File: src/rtl/seven_seg_mux_n.sv
`default_nettype none
// ============================================================================
//  Module   : seven_seg_mux_n
//  Purpose  : Time-multiplexed driver for NDIG seven-segment digits. Scans the
//             enabled digits round-robin, holding each one lit for REFRESH
//             clock cycles. Each digit shows either a raw segment pattern or
//             the hex decode of a nibble.
//  Ports    : clk        - system clock, all logic on posedge
//             rst        - synchronous active-high reset
//             mode       - 0 = raw patterns from seg_raw, 1 = hex decode of hex_in
//             seg_raw    - 7 bits per digit, bit0 = segment a .. bit6 = g
//             hex_in     - 4 bits per digit
//             dig_en     - per-digit enable; disabled digits are skipped
//             segment    - registered active-high segment bus
//             anode      - registered one-hot (or all-zero) digit select
//             digit_idx  - registered index of the current digit
//             sig        - one-cycle pulse on each digit advance
//  Revision : 1.0 - initial release
// ============================================================================
module seven_seg_mux_n #(
    parameter int NDIG    = 4,
    parameter int REFRESH = 80000,
    parameter int CBITS   = 17,
    parameter int IBITS   = 2
) (
    input  logic                clk,
    input  logic                rst,
    input  logic                mode,
    input  logic [7*NDIG-1:0]   seg_raw,
    input  logic [4*NDIG-1:0]   hex_in,
    input  logic [NDIG-1:0]     dig_en,
    output logic [6:0]          segment,
    output logic [NDIG-1:0]     anode,
    output logic [IBITS-1:0]    digit_idx,
    output logic                sig
);

    localparam logic [CBITS-1:0] c_cnt_last = CBITS'(REFRESH - 1);
    localparam logic [IBITS-1:0] c_idx_last = IBITS'(NDIG - 1);
    localparam logic [NDIG-1:0]  c_one      = {{(NDIG-1){1'b0}}, 1'b1};

    function automatic logic [6:0] hex7(input logic [3:0] n);
        logic [6:0] s;
        case (n)
            4'h0: s = 7'h3F;  4'h1: s = 7'h06;  4'h2: s = 7'h5B;  4'h3: s = 7'h4F;
            4'h4: s = 7'h66;  4'h5: s = 7'h6D;  4'h6: s = 7'h7D;  4'h7: s = 7'h07;
            4'h8: s = 7'h7F;  4'h9: s = 7'h6F;  4'hA: s = 7'h77;  4'hB: s = 7'h7C;
            4'hC: s = 7'h39;  4'hD: s = 7'h5E;  4'hE: s = 7'h79;  default: s = 7'h71;
        endcase
        return s;
    endfunction

    logic [CBITS-1:0] r_cnt;
    logic [6:0]       r_segment;
    logic [NDIG-1:0]  r_anode;
    logic [IBITS-1:0] r_idx;
    logic             r_sig;

    logic             w_tick;
    logic             w_any;
    logic             w_hi_found;
    logic [IBITS-1:0] w_hi;
    logic [IBITS-1:0] w_lo;
    logic [IBITS-1:0] w_nxt;
    logic [IBITS-1:0] w_inc;
    logic [6:0]       w_raw;
    logic [3:0]       w_nib;
    logic [6:0]       w_pat;

    assign w_tick = (r_cnt == c_cnt_last);

    // Next-digit search. Scanning from the top down means the last hit is the
    // lowest qualifying index: w_hi is the first enabled digit above the
    // current one, w_lo is the lowest enabled digit overall (the wrap target,
    // which may be the current digit itself when it is the only one enabled).
    always_comb begin
        w_any      = 1'b0;
        w_hi_found = 1'b0;
        w_hi       = '0;
        w_lo       = '0;
        for (int k = NDIG - 1; k >= 0; k--) begin
            if (dig_en[k]) begin
                w_any = 1'b1;
                w_lo  = IBITS'(k);
                if (IBITS'(k) > r_idx) begin
                    w_hi_found = 1'b1;
                    w_hi       = IBITS'(k);
                end
            end
        end
        w_nxt = w_hi_found ? w_hi : w_lo;
    end

    // Slice out the selected digit's raw pattern and nibble.
    always_comb begin
        w_raw = '0;
        w_nib = '0;
        for (int k = 0; k < NDIG; k++) begin
            if (IBITS'(k) == w_nxt) begin
                w_raw = seg_raw[7*k +: 7];
                w_nib = hex_in[4*k +: 4];
            end
        end
    end

    assign w_pat = mode ? hex7(w_nib) : w_raw;
    assign w_inc = (r_idx == c_idx_last) ? '0 : r_idx + IBITS'(1);

    // All inputs are only looked at on the tick edge, so the lit digit never
    // changes appearance in the middle of its slot.
    always_ff @(posedge clk) begin
        if (rst) begin
            r_cnt     <= '0;
            r_sig     <= 1'b0;
            r_idx     <= '0;
            r_anode   <= '0;
            r_segment <= '0;
        end else if (w_tick) begin
            r_cnt <= '0;
            r_sig <= 1'b1;
            if (!w_any) begin
                // Nothing enabled: keep stepping the index but blank the display.
                r_idx     <= w_inc;
                r_anode   <= '0;
                r_segment <= '0;
            end else begin
                r_idx     <= w_nxt;
                r_anode   <= c_one << w_nxt;
                r_segment <= w_pat;
            end
        end else begin
            r_cnt <= r_cnt + CBITS'(1);
            r_sig <= 1'b0;
        end
    end

    assign segment   = r_segment;
    assign anode     = r_anode;
    assign digit_idx = r_idx;
    assign sig       = r_sig;

endmodule
`default_nettype wire

File: config.mk
export PLATFORM = sky130hd
export DESIGN_NAME = seven_seg_mux_n
export DESIGN_NICKNAME = d
export VERILOG_FILES = /design/src/rtl/seven_seg_mux_n.sv
export SDC_FILE = /design/constraint.sdc
export NUM_CORES = 1
export LEC_CHECK = 0
export CELL_PAD_IN_SITES_DETAIL_PLACEMENT = 2
export CELL_PAD_IN_SITES_GLOBAL_PLACEMENT = 2
export CORE_MARGIN = 2
export CORE_UTILIZATION = 27
export CTS_CLUSTER_DIAMETER = 200
export DETAILED_ROUTE_END_ITERATION = 10
export GPL_TIMING_DRIVEN = 0
export PLACE_DENSITY = 0.78
export SLEW_MARGIN = 30
export SYNTH_ARGS = -nofsm -noshare
export SYNTH_HDL_FRONTEND = slang
export SYNTH_SLANG_ARGS = --single-unit
File: constraint.sdc
create_clock -name clk -period 4.5 [get_ports clk]
set_clock_uncertainty 0.15 [all_clocks]
set_input_delay 0.45 -clock clk [delete_from_list [all_inputs] [get_ports clk]]
set_output_delay 0.45 -clock clk [all_outputs]
set_load 0.01 [all_outputs]
Word-level counts from Yosys, hierarchy flattened:

Memory sizes are Yosys's and may differ from the RTL's.
Index checks and enable logic that the tools add are counted.

* flip-flop bits (word level): 31
* input port bits: 51
* logic and storage cells: 59
* memories kept: 1
* bits in read-only memories: 112
* output and inout port bits: 14

* reductions and logical operators: 2
* mux-type cells: 39
* shift-type cells: 1
* order comparisons: 4
* add/sub/neg operators: 2
* eq/ne operators: 5

Memory list
* (no name shown): words 16, width 7, read ports 1, clocked after Yosys merged registers in 0, wr ports 0, RTL line 44 `case (n)`

Operators with widths (count)
* $mux W7: 6
* $mux W2: 15
* $mux W4: 5
* $add A17 B1 Y17 const B: 1
* $eq A17 B17 Y1 const B: 1
* $mux W1: 13
* $eq A2 B2 Y1 const A: 2
* $gt A1 B2 Y1 const A: 2
* $gt A2 B2 Y1 const A: 2
* $shl A1 B2 Y4 const A: 1
* $add A2 B1 Y2 const B: 1
* $eq A1 B2 Y1 const A: 1
* $eq A2 B2 Y1 const B: 1
* $logic_not A2 Y1: 1
* $reduce_or A2 Y1: 1

Logic depth before layout (Yosys ltp):

Gate-level depths: netlist of run 1.
An unclocked memory read counts as a cell.

* depth after elaboration: 18
* gate-level depth with buffers: 15
* gate-level depth less buffers: 14

Worst setup path after synthesis of run 1:

No wires, ideal clock.

* kind: register -> register
* start: register r_idx[1] (netlist: digit_idx[1])
* end: register r_segment[1] (netlist: segment[1])
* library setup time: 0.117 ns
* clock period less this slack: 3.175 ns
* data required time: 4.233 ns
* path buffers: 0
* path slack: 1.325 ns
* data arrival time: 2.908 ns
* cell stages (with the launch flop): 14
* cells stage by stage: dfxtp_1 ha_1 nand2b_1 a21o_1 a21oi_1 nor2_1 a221oi_1 inv_1 ha_1 inv_1 a211oi_1 a211oi_1 o21ai_1 a22o_1

* longest elaborated chain between the ends: 18
* elaborated cells on any way between the ends: 36
* those cells by class: order compare: 4; eq/ne: 3; mux: 27; reduce/logical: 1; memory: 1

RTL lines
* start, declared: RTL line 56 `logic [IBITS-1:0] r_idx;`
* start signal, assigned: RTL line 123 `r_idx <= w_inc;`
* start signal, assigned: RTL line 127 `r_idx <= w_nxt;`
* $gt A2 B2 Y1: RTL line 85 `if (IBITS'(k) > r_idx) begin`
* $mux W2 / $mux W1 (equally long branches): RTL line 85
* $mux W2 / $mux W1 (equally long branches): RTL line 82 `if (dig_en[k]) begin`
* $mux W2 / $mux W1 (equally long branches): RTL line 85
* $mux W2 / $mux W1 (equally long branches): RTL line 82
* $mux W2 / $mux W1 (equally long branches): RTL line 85
* $mux W2 / $mux W1 (equally long branches): RTL line 82
* $mux W2 / $mux W1 (equally long branches): RTL line 85
* $mux W2 / $mux W1 (equally long branches): RTL line 82
* $mux W2 (*): RTL line 91 `w_nxt = w_hi_found ? w_hi : w_lo;`
* $logic_not A2 Y1: RTL line 99 `if (IBITS'(k) == w_nxt) begin`
* $mux W4 (4 in a row): RTL line 99
* $mem_v2 Z16 W7
* $mux W7 (*): RTL line 106 `assign w_pat = mode ? hex7(w_nib) : w_raw;`
* $mux W7 (*): RTL line 121 `if (!w_any) begin`
* end signal, assigned: RTL line 129 `r_segment <= w_pat;`
* end, declared: RTL line 54 `logic [6:0] r_segment;`

Every way passes the cells marked *; elsewhere a longest branch is shown, timed or not.
A chain may end at the register's enable or synchronous reset.

Worst setup path after layout of run 1:

Same ends and word-level chain as after synthesis.

==> reports/summary.txt, run 1 <==
Status - complete, no violations
Final cell count without fillers - 435
Maxcap violations - 0
WS Path Type - register to register
Power Density - 243.8 nW/um2
CTS buffer count - 5
Most common cell after layout, fill and taps aside - clkdlybuf4s50_1
Worst-Margin Slew - 0.8751 ns
Register area share after synthesis - 28.65%
Remaining DRCs - 0
Worst min-delay path class - input pin to register
Std-Cell Rows - 32
Post-DP Area - 2914 um2
# Post-CTS Setup Buffers - 0
Ys flop type - dfxtp_1
Vias in the first global route - 2,429
RSZ-0062 raised after global routing - no
Vias per cell - 5.154
Core ar. - 7767 um2
Routed vias - 2,242
Crit path launch type - register
Commonest cells after routing, fill and taps aside - clkdlybuf4s50_1 (62), dfxtp_1 (31), nor2_1 (29), nand2_1 (17), inv_1 (12)
Asr flop ratio synth - 0%
CP max FO - 10
Die X - 93.57 um
Clock root buffer - clkbuf_8
Final Max Tran Viols - 0
Die area - 8754 um2
FF+latch count, synth - 31
Global-route wire length before repair - 12,720 um
Synth Instances - 263
Net switching power - 0.2017 mW
Placed cell count - 427
Initial DRC Count - 71
Fill count - 898
Worst EP required - 4.53 ns
Nets - 394
Internal power - 0.5390 mW
Number of enable flip-flop cells after synthesis - 0
Gr usage total - 18.47%
Post-synthesis area per instance - 8.235 um2
Clock Path Buffers - 2
Post-Route WL - 7770 um
Setup ws final - 0.5079 ns
Peak supply drop - 0.1033 mV
Sequential power share - 37.6%
Pleak - 1.162 nW
Hold Buf Count CTS - 0
PortBufs - 62
Largest net degree at the start of global routing - 11
Final Instance Area - 3038 um2
I/O pin cnt - 65
# clock sinks - 31
Finish-stage setup viols - 0
Crit end category - register
Post-Syn Nets - 325
Diode count - 0
Setup_tns - 0 ns
CP Data Arrival Time - 4.03 ns
Achievable frequency - 250.5 MHz
Drt wl/cell - 17.86 um
Distinct cells, synth - 58
Syn-to-layout area delta - 40.27%
Warnings, synthesis - 0
H-tree depth - 2
Starting Density - 27.88%
Combinational power share - 22.9%
Grt ovf - 0
Mapped Area - 2166 um2
Hold Vio Cnt, Final - 0
Clock-pin slew on the worst setup and hold paths - 0.07 ns
Crit share post-route - 88.71%
Clock network fraction of total power - 39.5%
Die height - 93.57 um
Sw Share - 27.24%
Routability cong. - 0.7826
Pre-antenna DRT Iters - 4
DP HPWL - 6103 um
Post-route ant nets - 0
Dpl ws - 0.2405 ns
Clk_lat worst skew - 0.29 ns
Relative slew margins - 41.66%
Initial antenna violation count - 0
CTS tree - yes
Fin crit period - 3.992 ns
Layout cells sized above 1 - 8.408%
-- power groups by stage --
stage               registers (mW)  logic (mW)  clock network (mW)
detailed placement           0.285       0.170                   0
global placement             0.284       0.165                   0
finish                       0.278       0.170               0.293
global route                 0.278       0.186               0.313
floorplan                    0.284      0.0922                   0
CTS                          0.278       0.171               0.299
-- worst paths after layout --
path                              startpoint    endpoint  slack, ns  cells after the start
worst min register to register      r_cnt[0]    r_cnt[0]       0.32                      1
worst min-delay path                     rst    r_cnt[6]       0.26                      2
worst max register to register  digit_idx[1]  segment[1]       0.51                     14
worst max-delay path            digit_idx[1]  segment[1]       0.51                     14
-- per-layer routing --
layer	part of all wire, %	global-route usage (%)	routed length (um)
met5	0	0	0
met4	0.51	2.899	40
met3	2.9	2.579	226
met2	51	33.69	3929
met1	46	23.45	3573
-- worst max-delay path, stage by stage, from the launching register on --
cell      delay [ns]
dfxtp_1         0.52
ha_1            0.44
nand2b_1        0.22
a31o_1          0.21
and2_1          0.14
clkbuf_1        0.45
o21ai_0         0.15
o22ai_1         0.37
inv_1           0.19
ha_1            0.26
inv_1           0.06
a211oi_1        0.04
a211oi_1        0.31
o21ai_1         0.14
a22o_1          0.21
-- area by class of cell --
| type | count | area (um2) | share of cell area (%) |
|---|---|---|---|
| well taps | 102 | 127.6 | 4.201 |
| inverters | 12 | 45.04 | 1.483 |
| clock inverters | 2 | 35.03 | 1.153 |
| flip-flops and latches | 31 | 620.6 | 20.43 |
| plain buffers | 13 | 82.58 | 2.718 |
| clock buffers | 6 | 82.58 | 2.718 |
| repair buffers | 62 | 620.6 | 20.43 |
| multi-input cells | 207 | 1424 | 46.87 |
-- per-stage QoR --
step | hold slack (ns) | util, % | total power [mW]
after floorplan | 0.2679 | - | 0.3764
after global placement | 0.2786 | 37.52 | 0.4498
after detailed placement | 0.3116 | 37.52 | 0.4546
after CTS | 0.2568 | 39.03 | 0.7475
after global routing | 0.2569 | 39.11 | 0.7774
final | 0.2575 | 39.11 | 0.7407
-- registers in the layout, indices dropped and copies added, names as in the netlist --
name,flops
digit_idx,2
anode,4
sig,1
segment,7
r_cnt,17
-- logic make-up (layout without fill, tap and decap cells) --
kind of cell	count (synthesis)	after routing	synth area share, %
adder cells (fa/ha/maj)	11	11	6.355
XOR/XNOR	15	15	6.066
multiplexers	3	3	1.387
AO/OA/AOI/OAI	80	80	27.73
flip-flops	31	31	28.65
AND/OR/NAND/NOR	98	98	23.92
buffers and inverters	25	95	5.892
-- cell usage after synthesis, types with 7 or more instances --
master   instances  share of area [%]
a22oi_1          9                3.1
ha_1            11                6.4
nor2_1          29                5.0
nand2_1         17                2.9
xor2_1          10                4.0
dfxtp_1         31                 29
a22o_1           7                2.8
inv_1           12                2.1
a21oi_1         10                2.3
nor3_1           7                1.6
o21ai_0          9                2.1
-- timing repair --
item                                    4_1_cts  5_1_grt
resized for setup                             0        1
endpoints found under the setup margin        0        1
endpoints found under the hold margin         0        0
(Power assumes the default switching activity.)
==> inputs of run 2 (changes only) <==
- CAP_MARGIN: not set -> 20
==> results of run 2 <==
No change in the layout: final DEF, timing and power equal those of run 1.
